==> src/rtl/masked_alu_pkg.sv <==
// Shared types and helpers for the masked ALU datapath.
//   mode_e    : operation select for the masked AND unit
//   num_rnd   : fresh random bits needed per lane per operation at order d
//   pair_idx  : lexicographic index of the unordered share pair (i, j)
package masked_alu_pkg;

   typedef enum logic [1:0] {
      MODE_AND  = 2'd0,
      MODE_ANDN = 2'd1,
      MODE_OR   = 2'd2,
      MODE_RSVD = 2'd3
   } mode_e;

   function automatic int num_rnd(input int d);
      return ((d + 1) * d) / 2;
   endfunction

   // Pairs are ordered (0,1),(0,2)..(0,n-1),(1,2).. ; row lo starts after
   // sum_{p<lo}(n-1-p) = lo*n - lo*(lo+1)/2 earlier pairs.
   function automatic int pair_idx(input int i, input int j, input int d);
      int lo;
      int hi;
      int n;
      n  = d + 1;
      lo = (i < j) ? i : j;
      hi = (i < j) ? j : i;
      return lo * n - (lo * (lo + 1)) / 2 + (hi - lo - 1);
   endfunction

endpackage

==> src/rtl/dom_indep_lane.sv <==
// One bit lane of the DOM-independent masked AND.
//   clk, clr (sync clear), en (register enable)
//   a, b  : operand shares (already mode pre-processed)
//   r     : fresh randomness for this lane
//   c     : result shares, compressed from registered terms only
module dom_indep_lane
   import masked_alu_pkg::*;
#(
   parameter  int D = 1,
   localparam int N = D + 1,
   localparam int L = num_rnd(D)
) (
   input  logic         clk,
   input  logic         clr,
   input  logic         en,
   input  logic [N-1:0] a,
   input  logic [N-1:0] b,
   input  logic [L-1:0] r,
   output logic [N-1:0] c
);

   // term[i][i] is the inner-domain product, term[i][j] the remasked cross term.
   logic [N-1:0] term_d [N];
   logic [N-1:0] term_q [N];

   for (genvar i = 0; i < N; i++) begin : g_row
      for (genvar j = 0; j < N; j++) begin : g_col
         if (i == j) begin : g_inner
            assign term_d[i][j] = a[i] & b[i];
         end else begin : g_cross
            // t_ij and t_ji reuse the same random bit so it cancels on unmasking.
            localparam int K = pair_idx(i, j, D);
            assign term_d[i][j] = (a[i] & b[j]) ^ r[K];
         end
      end
   end

   always_ff @(posedge clk) begin
      if (clr) begin
         for (int i = 0; i < N; i++) term_q[i] <= '0;
      end else if (en) begin
         for (int i = 0; i < N; i++) term_q[i] <= term_d[i];
      end
   end

   for (genvar i = 0; i < N; i++) begin : g_out
      assign c[i] = ^term_q[i];
   end

endmodule

==> src/rtl/dom_indep_pipe.sv <==
// Pipelined, handshaked DOM-independent masked AND/ANDN/OR unit.
//   clk, rst (sync, active high)
//   in_valid/in_ready, in_mode, port_a, port_b : operation input
//   rnd_valid/rnd_ready, port_r                : fresh randomness
//   out_valid/out_ready, port_c                : masked result (1-cycle latency)
module dom_indep_pipe
   import masked_alu_pkg::*;
#(
   parameter  int D         = 1,
   parameter  int BIT_WIDTH = 32,
   localparam int N         = D + 1,
   localparam int L         = num_rnd(D)
) (
   input  logic         clk,
   input  logic         rst,
   input  logic         in_valid,
   output logic         in_ready,
   input  logic [1:0]   in_mode,
   input  logic [N-1:0] port_a [BIT_WIDTH],
   input  logic [N-1:0] port_b [BIT_WIDTH],
   input  logic         rnd_valid,
   output logic         rnd_ready,
   input  logic [L-1:0] port_r [BIT_WIDTH],
   output logic         out_valid,
   input  logic         out_ready,
   output logic [N-1:0] port_c [BIT_WIDTH]
);

   mode_e mode;
   logic  accept;
   logic  inv_a0;
   logic  inv_b0;
   logic  out_inv_d;
   logic  out_inv_q;

   assign mode      = mode_e'(in_mode);
   assign in_ready  = !out_valid | out_ready;
   assign accept    = in_valid & rnd_valid & in_ready;
   assign rnd_ready = accept;

   // Inverting share 0 inverts the unmasked value; OR is done via De Morgan.
   always_comb begin
      inv_a0    = 1'b0;
      inv_b0    = 1'b0;
      out_inv_d = 1'b0;
      case (mode)
         MODE_ANDN: inv_b0 = 1'b1;
         MODE_OR: begin
            inv_a0    = 1'b1;
            inv_b0    = 1'b1;
            out_inv_d = 1'b1;
         end
         default: ;
      endcase
   end

   always_ff @(posedge clk) begin
      if (rst) begin
         out_valid <= 1'b0;
         out_inv_q <= 1'b0;
      end else begin
         if (accept) begin
            out_valid <= 1'b1;
            out_inv_q <= out_inv_d;
         end else if (out_ready) begin
            out_valid <= 1'b0;
         end
      end
   end

   for (genvar g = 0; g < BIT_WIDTH; g++) begin : g_lane
      logic [N-1:0] a_pp;
      logic [N-1:0] b_pp;
      logic [N-1:0] c_raw;

      assign a_pp = port_a[g] ^ {{(N-1){1'b0}}, inv_a0};
      assign b_pp = port_b[g] ^ {{(N-1){1'b0}}, inv_b0};

      dom_indep_lane #(.D(D)) u_lane (
         .clk (clk),
         .clr (rst),
         .en  (accept),
         .a   (a_pp),
         .b   (b_pp),
         .r   (port_r[g]),
         .c   (c_raw)
      );

      assign port_c[g] = c_raw ^ {{(N-1){1'b0}}, out_inv_q};
   end

endmodule

==> config.mk <==
export PLATFORM = sky130hd
export DESIGN_NAME = dom_indep_pipe
export DESIGN_NICKNAME = d
export VERILOG_FILES = /design/src/rtl/masked_alu_pkg.sv /design/src/rtl/dom_indep_lane.sv /design/src/rtl/dom_indep_pipe.sv
export SDC_FILE = /design/constraint.sdc
export NUM_CORES = 1
export LEC_CHECK = 0
export CORE_MARGIN = 1
export CORE_UTILIZATION = 43
export DETAILED_ROUTE_END_ITERATION = 16
export PLACE_DENSITY = 0.78
export SLEW_MARGIN = 40
export SYNTH_ARGS = -nofsm -noshare
export SYNTH_HDL_FRONTEND = slang
export SYNTH_SLANG_ARGS = --single-unit
==> constraint.sdc <==
create_clock -name clk -period 4.6 [get_ports clk]
set_input_delay 0.69 -clock clk [delete_from_list [all_inputs] [get_ports clk]]
set_output_delay 0.69 -clock clk [all_outputs]
set_load 0.01 [all_outputs]
==> metrics.md, run 1 <==
| Metric | Value |
|---|---|
| Cts hold-fix bufs | `0` |
| Final WS setup | `1530 ps` |
| Ys async rst share | `0%` |
| # DRC | `0` |
| Synth Register Bits | `130` |
| Distinct cells, synth | `27` |
| I/O Buffers | `233` |
| Area Growth Syn to Fin | `41.6%` |
| Drt via density | `5.27` |
| Core area | `16700 sq um` |
| GRT Resource Usage Total | `21.9%` |
| First-pass DRT Iterations | `6` |
| Hold Fails Final Rpt | `0` |
| Required time worst endpoint | `3910 ps` |
| FMAX | `326 MHz` |
| Post-synth EDFFs | `128` |
| Netlist Area Pre-Place | `7390 sq um` |
| Count leader, synth | `edfxtp_1` |
| Max-cap viol count | `0` |
| Mapped Cells | `600` |
| Worst setup EP type | `primary output` |
| Syn avg cell area | `12.3 sq um` |
| Hpwl dp | `13100 um` |
| Vias in the first global route | `5970` |
| CTS Buf Count | `17` |
| Worst-case clock buffer depth | `2` |
| Clock Sinks | `130` |
| Detail Route Antenna Nets | `0` |
| Hold crit path type | `reg2reg` |
| Worst-path maximum fanout | `20` |
| Die Height | `133 um` |
| First-pass GRT wire length | `29300 um` |
| Largest net degree at the start of global routing | `69` |
| Filler cells | `1309` |
| Largest area contributor in the netlist | `edfxtp_1` |
| PwrDens | `326 nW/um^2` |
| TritonCTS clock tree | `yes` |
| Setup TNS | `0 ps` |
| Tcrit/Tclk final | `66.7%` |
| Mapped Nets | `768` |
| Initial core utilization | `44.3%` |
| Critical path type | `in2out` |
| Primary FF master, synth | `edfxtp_1` |
| Setup violations, final | `0` |
| Clock root buffer | `clkbuf_16` |
| Nets | `991` |
| RD Place Congestion | `0.796` |
| Setup WS pre-CTS | `1490 ps` |
| Routed wire length | `19300 um` |
| Vias | `5576` |
| Die W | `133 um` |
| Ports | `234` |
| Clock Skews | `6.80 ps` |
| Outcome | `completed` |
| P_leak | `0.00430 uW` |
| Slew @ Worst Pin | `691 ps` |
| Drt wl/cell | `18.2 um` |
| Grt ovf | `0` |
| Yosys warnings | `0` |
| Initial antenna violation count | `2` |
| Cts repair resizes | `0` |
| # rows | `47` |
| Min Clock Period, post-route | `3070 ps` |
| Worst EP arrival | `2380 ps` |
| Skew-Pair Late Insertion Delay | `410 ps` |
| Layout cell share with drive strength beyond 1 | `5.38%` |
| Sequential fraction of the synthesis area | `52.5%` |
| Worst slew margin relative to its limit | `53.9%` |
| Max VDD drop | `261 uV` |
| Clock-pin slew on the worst setup and hold paths | `50 ps` |
| Post-CTS Setup Inserts | `0` |
| Slew Viols, Final | `0` |
| H-tree Lvls | `4` |
| RSZ-0062 raised after global routing | `false` |
| Top post-synthesis cells by area | `edfxtp_1 (52%), xnor2_1 (11%), mux2i_1 (8.7%), xor2_1 (7.7%), and3_1 (5.3%)` |
| Area share of the largest cell type after synthesis | `52.0%` |
| DR iter-0 viols | `241` |
| Crit path launch type | `input port` |
| Synth top cells by count | `edfxtp_1 (128), xnor2_1 (95), nand2_1 (65), xor2_1 (65), mux2i_1 (64)` |
| Die ar. | `17700 sq um` |
-- cell type report --
cell class	count	area, sq um	area share [%]
flip-flops and latches	130	3890	37.1
well taps	220	275	2.63
repair buffers	243	2410	23.1
clock inverters	13	119	1.14
diodes	2	5.00	0.0478
clock buffers	19	433	4.14
inverters	4	15.0	0.143
multi-input cells	427	3320	31.7
-- path summary, 6_finish.rpt --
path	startpoint	to	slack (ps)	cells past startpoint
worst max-delay path	out_ready	rnd_ready	1530	7
worst min-delay path	out_inv_q	out_inv_q	820	2
worst max register to register	out_valid	g_lane[19].u_lane.term_q[0][0]	2360	6
worst min register to register	out_inv_q	out_inv_q	820	2
-- placed cells by master (no fill, tap or decap), types with 2 or more instances in the layout --
| cell type | count |
|---|---|
| inv_1 | 3 |
| clkinvlp_4 | 2 |
| nand2_1 | 65 |
| clkbuf_1 | 2 |
| diode_2 | 2 |
| or4_4 | 2 |
| nand4b_1 | 32 |
| clkinv_1 | 5 |
| and3_1 | 63 |
| a21oi_1 | 2 |
| bufinv_16 | 2 |
| clkinv_2 | 4 |
| mux2i_1 | 64 |
| buf_4 | 9 |
| clkbuf_16 | 17 |
| or4_1 | 30 |
| xor2_1 | 65 |
| xnor2_1 | 95 |
| clkdlybuf4s50_1 | 232 |
| edfxtp_1 | 128 |
-- flip-flops by register name, indices dropped and copies added, names as in the netlist --
signal / count
out_valid: 1
g_lane.u_lane.term_q: 128
out_inv_q: 1
-- through the flow --
step | utilization (%) | total power [uW] | hold slack (ps) | cell area, sq um | std cells
after floorplan | - | 1790 | 607 | 7400 | 600
after global placement | 59.3 | 2160 | 874 | 9900 | 1024
after detailed placement | 59.3 | 2180 | 820 | 9910 | 1024
after CTS | 62.6 | 3440 | 831 | 10500 | 1056
after global routing | 62.7 | 3540 | 856 | 10500 | 1058
final | 62.7 | 3410 | 824 | 10500 | 1058
-- metal layers --
| metal | up-vias | share of wire (%) | wire [um] | track usage (%) |
|---|---|---|---|---|
| met5 | - | 0 | 0 | 0 |
| met4 | 0 | 2.2 | 423 | 9.79 |
| met3 | 33 | 5.3 | 1020 | 3.77 |
| met2 | 209 | 53 | 10300 | 40.3 |
| met1 | 2703 | 39 | 7560 | 24.7 |
| li1 | 2631 | - | - | - |
-- cells by family after synthesis --
family,count (synthesis),share of synthesized area [%]
simple gates,199,16.6
buf+inv,43,2.89
xor+xnor,160,19.0
flops,130,52.5
compound gates,3,0.203
mux,64,8.66
fa+ha+maj,1,0.169
-- where the power goes --
group | leakage, uW | internal (uW) | switching (uW)
clock network | 0.000266 | 785 | 469
logic | 0.00265 | 416 | 321
registers | 0.00139 | 1390 | 37.4
total | 0.00430 | 2590 | 827
-- critical path: stages --
cell	delay, ps
clkdlybuf4s50_1	500
nor2b_4	50
clkinv_1	50
buf_4	260
nand2_1	190
inv_1	100
clkdlybuf4s50_1	540
Power figures use the tool's default switching activity.
==> run 2, diff against run 1 <==
==> constraint.sdc (replaced) <==
create_clock -name clk -period 2.6 [get_ports clk]
set_input_delay 0.39 -clock clk [delete_from_list [all_inputs] [get_ports clk]]
set_output_delay 0.39 -clock clk [all_outputs]
set_load 0.01 [all_outputs]
==> metrics.md, run 2 (synthesis results as in run 1) <==
| Metric | Value |
|---|---|
| Outcome | `completed` |
| Detail Route Antenna Nets | `0 (unchanged)` |
| Worst setup EP type | `primary output` |
| PwrDens | `591 nW/um^2 (+81%)` |
| First-pass DRT Iterations | `4 (-2)` |
| Setup violations, final | `0 (unchanged)` |
| Slew @ Worst Pin | `584 ps (-107 ps)` |
| Die Height | `133 um (unchanged)` |
| Seq. cell area | `3880 sq um (about the same)` |
| # DRC | `0 (unchanged)` |
| Comb power frac | `21.3% (-0.3 points)` |
| Core area | `16700 sq um (unchanged)` |
| Max-cap viol count | `0 (unchanged)` |
| Initial core utilization | `44.3% (unchanged)` |
| H-tree Lvls | `4 (unchanged)` |
| I/O Buffers | `233 (unchanged)` |
| GRT Resource Usage Total | `22.8% (+0.94 points)` |
| Min Clock Period, post-route | `2450 ps` |
| Crit path launch type | `flip-flop` |
| Required time worst endpoint | `2210 ps (-1700 ps)` |
| Cts repair resizes | `0 (unchanged)` |
| Layout cell share with drive strength beyond 1 | `6.52% (+1.1 points)` |
| Filler cells | `1254 (-4.2%)` |
| Internal power | `4790 uW (+85%)` |
| Most frequent cells in the layout | `clkdlybuf4s50_1 (232), edfxtp_1 (128), xnor2_1 (95), nand2_1 (65), xor2_1 (65)` |
| Reg2reg end | `g_lane[3].u_lane.term_q[0][3]` |
| CTS Buf Count | `17 (unchanged)` |
| Sw frac | `23.5% (-0.74 points)` |
| Placed cell count | `1032 (+0.78%)` |
| TritonCTS clock tree | `yes` |
| Worst slew margin relative to its limit | `60.9% (+7.0 points)` |
| Drt wl/cell | `18.7 um (+2.5%)` |
| Slew Viols, Final | `0 (unchanged)` |
| Most common cell after layout, fill and taps aside | `clkdlybuf4s50_1` |
| Routed wire length | `19900 um (+3.1%)` |
| Diode count | `0 (-2)` |
| Worst setup path endpoint | `port_c[50]` |
| P_leak | `0.00438 uW (+1.8%)` |
| Worst EP arrival | `2060 ps (-320 ps)` |
| Sequential share of power | `40.1% (-1.6 points)` |
| Worst-path maximum fanout | `15 (-25%)` |
| Cts hold-fix bufs | `0 (unchanged)` |
| Vias in the first global route | `5972 (+0.034%)` |
| Area Growth Syn to Fin | `43.3%` |
| Sw power | `1470 uW (+78%)` |
| Worst Setup SP | `out_inv_q` |
| Post-CTS Setup Inserts | `0 (unchanged)` |
| Largest net degree at the start of global routing | `63 (-8.7%)` |
| Hpwl dp | `13700 um (+4.8%)` |
| Die W | `133 um (unchanged)` |
| Setup WS pre-CTS | `227 ps (-1270 ps)` |
| Area of the multi-input gates | `3310 sq um (-0.30%)` |
| Clock group share of total power | `38.6% (+1.9 points)` |
| Top flop regs | `g_lane.u_lane.term_q (128), out_inv_q (1), out_valid (1)` |
| FMAX | `409 MHz` |
| Vias | `5707 (+2.3%)` |
| Critical path type | `reg2out` |
| Hold Fails Final Rpt | `0 (unchanged)` |
| Skew-Pair Late Insertion Delay | `410 ps (about the same)` |
| Crit path max-delay cell type | `clkdlybuf4s50_1` |
| CP peak stage delay | `580 ps (+40 ps)` |
| Nets | `999 (+0.81%)` |
| Clock root buffer | `clkbuf_16` |
| Hold crit path type | `in2reg` |
| RSZ-0062 raised after global routing | `false` |
| Worst-case clock buffer depth | `2 (unchanged)` |
| Tcrit/Tclk final | `94.1%` |
| Worst Reg-to-Reg Cells | `5 (-1)` |
| Die ar. | `17700 sq um (unchanged)` |
| Hold_ws | `443 ps (-381 ps)` |
| Total power | `6260 uW (+83%)` |
| Worst-path cell chain | `buf_4, xnor2_1, clkdlybuf4s50_1` |
| Grt ovf | `0 (unchanged)` |
| Ports | `234 (unchanged)` |
| Worst r2r src | `out_valid` |
| Setup TNS | `0 ps (unchanged)` |
| # rows | `47 (unchanged)` |
| Fin cells | `1064 (+0.57%)` |
| DR iter-0 viols | `323 (+34%)` |
| Initial antenna violation count | `0 (-2)` |
| Drt via density | `5.36 (+1.8%)` |
| Clock Sinks | `130 (unchanged)` |
| First-pass GRT wire length | `30400 um (+3.7%)` |
| Max VDD drop | `447 uV (+71%)` |
| Clock-pin slew on the worst setup and hold paths | `50 ps (about the same)` |
| RD Place Congestion | `0.851 (+6.9%)` |
| Most flops, register | `g_lane.u_lane.term_q` |
| Max reg flops | `128 (unchanged)` |
| R2r setup slk | `740 ps (-1620 ps)` |
| Final WS setup | `153 ps (-1380 ps)` |
| Clock Skews | `3.14 ps (-3.66 ps)` |
run 2: cell types whose count changed in the layout (fill, tap and decap cells not counted), sizes merged:
cell    previous run  this run
clkinv            10         7
bufinv             2         4
diode              2         0
clkbuf            19        20
buf               11        19
run 2: metal layers:
layer / GRT usage [%] / routed length, um
met1: 26.8 / 7670
met2: 41.0 / 10400
met3: 4.53 / 1390
met4: 8.78 / 422
met5: 0 / 0
run 2: area by class of cell:
class / count / share of cell area, %
timing repair buffer: 251 / 23.7
inverter: 4 / 0.142
sequential: 130 / 36.7
tap: 220 / 2.60
clock inverter: 12 / 1.55
multi-input combinational: 427 / 31.2
clock buffer: 20 / 4.12
run 2: worst min-delay path by stage:
stage / start / to / slack, ps / cells after the start
2_1_floorplan: out_inv_q / out_inv_q / 610 / 3
3_3_place_gp: rst / out_valid / 840 / 3
3_5_place_dp: out_inv_q / out_inv_q / 850 / 3
4_1_cts: rst / out_valid / 420 / 3
5_1_grt: rst / out_valid / 420 / 3
6_report: rst / out_valid / 440 / 3
run 2: power groups by stage:
stage               combinational (uW)  sequential, uW  clock (uW)
finish                            1340            2510        2420
global route                      1420            2530        2530
CTS                               1340            2510        2440
detailed placement                1330            2560           0
global placement                  1310            2550           0
floorplan                          620            2540           0
run 2: metrics by stage:
step | utilization [%] | area, sq um
floorplan | - | 7400
global placement | 59.8 | 9990
detailed placement | 59.8 | 9990
CTS | 63.4 | 10600
global route | 63.4 | 10600
finish | 63.4 | 10600
run 2: critical path: cells and delay by family (launching register included):
family	cells	cell delay [ps]
flops	1	510
buf+inv	2	970
xor+xnor	1	170
==> run 3, diff against run 2 <==
--- a/config.mk
+++ b/config.mk
@@ -9,6 +9,7 @@
 export CORE_UTILIZATION = 43
 export DETAILED_ROUTE_END_ITERATION = 16
 export PLACE_DENSITY = 0.78
+export SKIP_LAST_GASP = 1
 export SLEW_MARGIN = 40
 export SYNTH_ARGS = -nofsm -noshare
 export SYNTH_HDL_FRONTEND = slang
==> results of run 3 <==
Same layout as run 2: the final DEF is identical, and so are final timing and power.
